--- config.mk ---
export PLATFORM = sky130hd
export DESIGN_NAME = result_frame_tx
export DESIGN_NICKNAME = d
export VERILOG_FILES = /design/src/rtl/result_frame_tx.sv
export SDC_FILE = /design/constraint.sdc
export NUM_CORES = 1
export LEC_CHECK = 0
export BUFFER_PORTS_ARGS = -buffer_cell sky130_fd_sc_hd__buf_4
export CAP_MARGIN = 25
export CORE_ASPECT_RATIO = 1.25
export CORE_MARGIN = 2
export CORE_UTILIZATION = 45
export CTS_CLUSTER_DIAMETER = 80
export DETAILED_ROUTE_END_ITERATION = 16
export PLACE_DENSITY = 0.58
export REMOVE_ABC_BUFFERS = 1
export SYNTH_ARGS = -nofsm -noshare
export SYNTH_HDL_FRONTEND = slang
export SYNTH_SLANG_ARGS = --single-unit
--- constraint.sdc ---
create_clock -name Clk_100M -period 4.12 [get_ports Clk_100M]
set_input_delay 0.206 -clock Clk_100M [delete_from_list [all_inputs] [get_ports Clk_100M]]
set_output_delay 0.206 -clock Clk_100M [all_outputs]
set_load 0.005 [all_outputs]
--- src/rtl/result_frame_tx.sv ---
// Buffers encrypted result bytes and returns them as one UART frame: length, payload, optional checksum.
// Optional feature: define FRAME_CHECKSUM_EN to append an XOR checksum byte over the payload.
module result_frame_tx #(
   parameter int unsigned MAX_BYTES = 100,
   parameter int unsigned IDX_W     = 8
) (
   input  logic             Clk_100M,
   input  logic             Reset,
   input  logic [7:0]       In_Data,
   input  logic             In_Valid,
   input  logic             In_Last,
   output logic             In_Ready,
   output logic [7:0]       Tx_Data,
   output logic             Tx_Send,
   input  logic             Tx_Busy,
   output logic             Frame_Busy,
   output logic             Frame_Done,
   output logic             Overflow
);

   localparam int unsigned BYTE_W = 8;
   localparam int unsigned BUF_AW = (MAX_BYTES > 1) ? $clog2(MAX_BYTES) : 1;
   localparam logic [IDX_W-1:0] LAST_IDX = IDX_W'(MAX_BYTES - 1);

   typedef enum logic [1:0] {
      COLLECT = 2'd0,
      LOAD    = 2'd1,
      WAIT_HI = 2'd2,
      WAIT_LO = 2'd3
   } txState_t;

   txState_t state;
   txState_t stateNxt;

   logic [BYTE_W-1:0] frameBuf [MAX_BYTES];

   logic [IDX_W-1:0]  wrIdx;
   logic [IDX_W-1:0]  wrIdxNxt;
   logic [IDX_W-1:0]  rdIdx;
   logic [IDX_W-1:0]  rdIdxNxt;
   logic              lenSent;
   logic              lenSentNxt;
`ifdef FRAME_CHECKSUM_EN
   logic [BYTE_W-1:0] csum;
   logic [BYTE_W-1:0] csumNxt;
   logic              csumSent;
   logic              csumSentNxt;
`endif

   logic              inReadyNxt;
   logic [BYTE_W-1:0] txDataNxt;
   logic              txSendNxt;
   logic              frameBusyNxt;
   logic              frameDoneNxt;
   logic              overflowNxt;

   logic              accept;
   logic              isFull;
   logic              moreBytes;

   assign accept = In_Valid & In_Ready;
   assign isFull = (wrIdx == LAST_IDX);

   // wrIdx doubles as the frame length once collection has stopped
`ifdef FRAME_CHECKSUM_EN
   assign moreBytes = (rdIdx < wrIdx) || !csumSent;
`else
   assign moreBytes = (rdIdx < wrIdx);
`endif

   // State register
   always_ff @(posedge Clk_100M) begin
      if (!Reset) begin
         state <= COLLECT;
      end else begin
         state <= stateNxt;
      end
   end

   // Next-state logic
   always_comb begin
      stateNxt = state;
      case (state)
         COLLECT: begin
            if (accept && (In_Last || isFull)) begin
               stateNxt = LOAD;
            end
         end
         LOAD: begin
            if (!Tx_Busy) begin
               stateNxt = WAIT_HI;
            end
         end
         WAIT_HI: begin
            if (Tx_Busy) begin
               stateNxt = WAIT_LO;
            end
         end
         WAIT_LO: begin
            if (!Tx_Busy) begin
               stateNxt = moreBytes ? LOAD : COLLECT;
            end
         end
         default: stateNxt = COLLECT;
      endcase
   end

   // Output and datapath next values
   always_comb begin
      wrIdxNxt     = wrIdx;
      rdIdxNxt     = rdIdx;
      lenSentNxt   = lenSent;
`ifdef FRAME_CHECKSUM_EN
      csumNxt      = csum;
      csumSentNxt  = csumSent;
`endif
      inReadyNxt   = (stateNxt == COLLECT);
      txDataNxt    = Tx_Data;
      txSendNxt    = 1'b0;
      frameBusyNxt = Frame_Busy;
      frameDoneNxt = 1'b0;
      overflowNxt  = Overflow;

      case (state)
         COLLECT: begin
            if (accept) begin
               wrIdxNxt     = wrIdx + IDX_W'(1);
               frameBusyNxt = 1'b1;
`ifdef FRAME_CHECKSUM_EN
               csumNxt      = csum ^ In_Data;
`endif
               // In_Last wins when the final byte exactly fills the buffer
               if (!In_Last && isFull) begin
                  overflowNxt = 1'b1;
               end
            end
         end
         LOAD: begin
            if (!Tx_Busy) begin
               txSendNxt = 1'b1;
               if (!lenSent) begin
                  txDataNxt  = BYTE_W'(wrIdx);
                  lenSentNxt = 1'b1;
               end else if (rdIdx < wrIdx) begin
                  txDataNxt = frameBuf[BUF_AW'(rdIdx)];
                  rdIdxNxt  = rdIdx + IDX_W'(1);
               end else begin
`ifdef FRAME_CHECKSUM_EN
                  txDataNxt   = csum;
                  csumSentNxt = 1'b1;
`else
                  txDataNxt   = Tx_Data;
`endif
               end
            end
         end
         WAIT_LO: begin
            if (!Tx_Busy && !moreBytes) begin
               frameDoneNxt = 1'b1;
               frameBusyNxt = 1'b0;
               wrIdxNxt     = '0;
               rdIdxNxt     = '0;
               lenSentNxt   = 1'b0;
`ifdef FRAME_CHECKSUM_EN
               csumNxt      = '0;
               csumSentNxt  = 1'b0;
`endif
            end
         end
         default: begin
         end
      endcase
   end

   // Registered outputs and counters
   always_ff @(posedge Clk_100M) begin
      if (!Reset) begin
         wrIdx      <= '0;
         rdIdx      <= '0;
         lenSent    <= 1'b0;
`ifdef FRAME_CHECKSUM_EN
         csum       <= '0;
         csumSent   <= 1'b0;
`endif
         In_Ready   <= 1'b1;
         Tx_Data    <= '0;
         Tx_Send    <= 1'b0;
         Frame_Busy <= 1'b0;
         Frame_Done <= 1'b0;
         Overflow   <= 1'b0;
      end else begin
         wrIdx      <= wrIdxNxt;
         rdIdx      <= rdIdxNxt;
         lenSent    <= lenSentNxt;
`ifdef FRAME_CHECKSUM_EN
         csum       <= csumNxt;
         csumSent   <= csumSentNxt;
`endif
         In_Ready   <= inReadyNxt;
         Tx_Data    <= txDataNxt;
         Tx_Send    <= txSendNxt;
         Frame_Busy <= frameBusyNxt;
         Frame_Done <= frameDoneNxt;
         Overflow   <= overflowNxt;
      end
   end

   // Payload storage, no reset needed
   always_ff @(posedge Clk_100M) begin
      if (Reset && accept) begin
         frameBuf[BUF_AW'(wrIdx)] <= In_Data;
      end
   end

endmodule

==> results by group <==
Outcome
  – Status: finished, final reports clean

Global route
  – First-pass GRT wire length: 120.7 mm
  – Overflow left after global routing: 0
  – Antenna violations before repair: 0
  – Vias in the first global route: 17642
  – Pin count of the biggest net entering global routing: about 100
  – GRT Total Usage: 22.35%

Worst setup path
  – CP arrival: 3.92 ns
  – Worst path bufs/invs: 2
  – Startpoint Class: register
  – Critical path cell sequence: buf_4, mux4_2, inv_1, o21ai_0, a2111oi_0, o311ai_1, nor2_1, o21ai_0
  – Crit path max fanout: 34
  – Endpoint class of the critical path: register
  – Cell mode on critical path: o21ai_0
  – Worst stage delay on the critical path: 0.94 ns
  – Worst EP required: 4.62 ns
  – Critical Path Slowest Stage Cell: a2111oi_0
  – CP top delay family: compound AO/OA/AOI/OAI gates
  – Crit Path Category: register to register

Layout
  – Ant diodes: 0
  – Reg area: 24820 um2
  – Area delta synth->final: 14.33%
  – Most frequent cells in the layout: edfxtp_1 (800), mux4_2 (169), nor2_1 (150), buf_4 (127), clkbuf_16 (82)
  – Share of layout cells above drive strength 1: 23.48%
  – Final instance area: 37630 um2
  – Area of the multi-input gates: 7556 um2
  – Fillers: 5697
  – Most common cell after layout, fill and taps aside: edfxtp_1
  – Fin cells: 2877
  – Final nets: 1886

Die
  – Io pins: 26
  – Core Box Area: around 72000 um2
  – Initial core utilization: 45.55%
  – Die height: 306.4 um
  – Cell Rows: 110
  – Die width: roughly 250 um
  – Area of the die: between 70000 and 80000 um2

STA
  – Max Freq: between 200 and 300 MHz
  – Tightest Pin Transition: 1.094 ns
  – Setup Viol. Count Final: 0
  – Relative slew slack: between 20% and 30%
  – RSZ-0062 raised after global routing: false
  – Slew Viols, Final: 0
  – Setup TNS Final: 0 ns
  – Tcrit/Tclk final: 82.95%
  – Final min period: 3.418 ns
  – Clock Skew: 0.01424 ns
  – Final Hold Vio Count: 0

Pwr
  – Switching share of power: 19.46%
  – Share of power burned in registers: 54.3%
  – Leakage power: 11.48 nW
  – Areal power density over the cells: about 460 nW/um2
  – Design Power: 17.23 mW
  – Sw power: 3.353 mW
  – Clock power share: 43.9%
  – Internal power: 13.88 mW
  – Gate power share: under 10%
  – Peak supply drop: 430.2 uV

Route
  – DRC: 0
  – Final WL: between 80 and 90 mm
  – Post-DRT Antenna Nets: 0
  – DR WL/cell: between 20 and 30 um
  – DR iter-0 viols: 2037
  – Routed via count: 17181
  – Via density: 5.972
  – Drt pass-1 iters: 5

CTS
  – Root Buffer: clkbuf_16
  – CTS buffer count: just under 80
  – CTS resizes: 0
  – Clock sink count: 839
  – Worst skew pair latency: 0.63 ns
  – CTS tree: built
  – CTS max path bufs: 3
  – H-tree levels: 3
  – Clock-pin slew on the worst setup and hold paths: about 0.06 ns

Yosys
  – Syn. warnings: 0
  – Predominant post-synthesis flop cell: edfxtp_1
  – Synth Instances: 1724
  – Async SR Flop Fraction: 0%
  – Mapped Avg Cell Area: 19.09 um2
  – Synth unique cells: 55
  – Cell area after synthesis: 32910 um2
  – Sequential area share after synthesis: 75.36%
  – Post-synth EDFFs: 800
  – FF+latch count, synth: 839

Placed design
  – Placed cells: 2722
  – IO buf count: 25
  – Placed Area: 34740 um2
  – Detail Placement HPWL: 52.66 mm
  – Final RePlAce weighted congestion: 0.8629

Flow run
  – Max-Cap Viols: 0

Worst hold path
  – HP Class: input pin to register
metrics by stage:
stage	setup slack [ns]	utilization, %	hold slack (ns)
2_1_floorplan	-4.547	-	0.3049
6_report	0.7024	52.07	0.06469
4_1_cts	0.7221	51.84	0.05955
3_3_place_gp	0.7232	48.00	0.4451
3_5_place_dp	0.7107	48.08	0.4444
5_1_grt	0.5434	52.07	0.06918
final cells by class:
class / instances / share of cell area [%]
inverter: 18 / 0.1796
clock inverter: 43 / 1.473
timing repair buffer: 148 / 3.535
clock buffer: 98 / 5.613
tap: 952 / 3.166
multi-input combinational: 779 / 20.08
sequential: 839 / 65.95
metal layers:
layer | GRT usage [%] | part of all wire (%)
met3 | 3.388 | 6.2
met4 | 9.429 | 4.0
met1 | 29.25 | 39
met5 | 0 | 0
met2 | 37.39 | 51
path summary, 6_finish.rpt:
| path | from | to | slack [ns] | depth (start not counted) |
|---|---|---|---|---|
| hold reg to reg | Frame_Busy$_SDFFE_PN0P_ | Frame_Busy$_SDFFE_PN0P_ | 0.46 | 1 |
| setup reg to reg | register | Tx_Data[4]$_SDFFE_PN0P_ | 0.70 | 8 |
| hold / removal | In_Data[0] | frameBuf[90][0]$_DFFE_PP_ | 0.06 | 1 |
| setup / recovery | register | Tx_Data[4]$_SDFFE_PN0P_ | 0.70 | 8 |
synthesized netlist by cell type, drive strengths merged (8+ instances only):
master,instances,area share (%)
nor3,22,0.33
o32ai,12,0.32
a22oi,23,0.52
mux4,169,12
o22ai,23,0.44
mux2i,58,1.8
inv,17,0.19
a31oi,17,0.32
buf,52,1.0
nand4,8,0.15
edfxtp,800,73
ha,9,0.34
or3,8,0.15
mux2,22,0.75
a21oi,22,0.37
nand3,32,0.49
nand2,58,0.66
nand2b,9,0.17
clkbuf,36,0.42
a211oi,13,0.30
dfxtp,39,2.4
nor2b,24,0.46
o21ai,29,0.44
nor2,150,1.7
registers in the layout, indices dropped and copies added, names as in the netlist, 2 cells and up, named ones only:
signal	cells
Tx_Data	8
frameBuf	800
rdIdx	8
state	2
wrIdx	8
power by group through the flow:
| stage | registers, mW | clock network [mW] | logic (mW) |
|---|---|---|---|
| after global placement | 9.55 | 0 | 0.276 |
| after floorplan | 9.54 | 0 | 0.0772 |
| after detailed placement | 9.55 | 0 | 0.293 |
| after global routing | 9.36 | 8.00 | 0.338 |
| final | 9.36 | 7.56 | 0.312 |
| after CTS | 9.36 | 7.69 | 0.297 |
what timing repair did:
action | in CTS | in global routing
hold buffers | 5 | 3
endpoints found under the hold margin | 16 | 39
setup buffers | 0 | 0
endpoints found under the setup margin | 0 | 0
cell families (layout without fill, tap and decap cells):
kind of cell             Yosys count  after routing  synth area share [%]
multiplexers                     249            249                 14.08
AND/OR/NAND/NOR                  335            335                 4.623
AO/OA/AOI/OAI                    186            186                 3.912
buffers and inverters            106            307                 1.677
flip-flops                       839            839                 75.36
adder cells (fa/ha/maj)            9              9                0.3422
No activity file was read; power rests on OpenSTA's default activity.
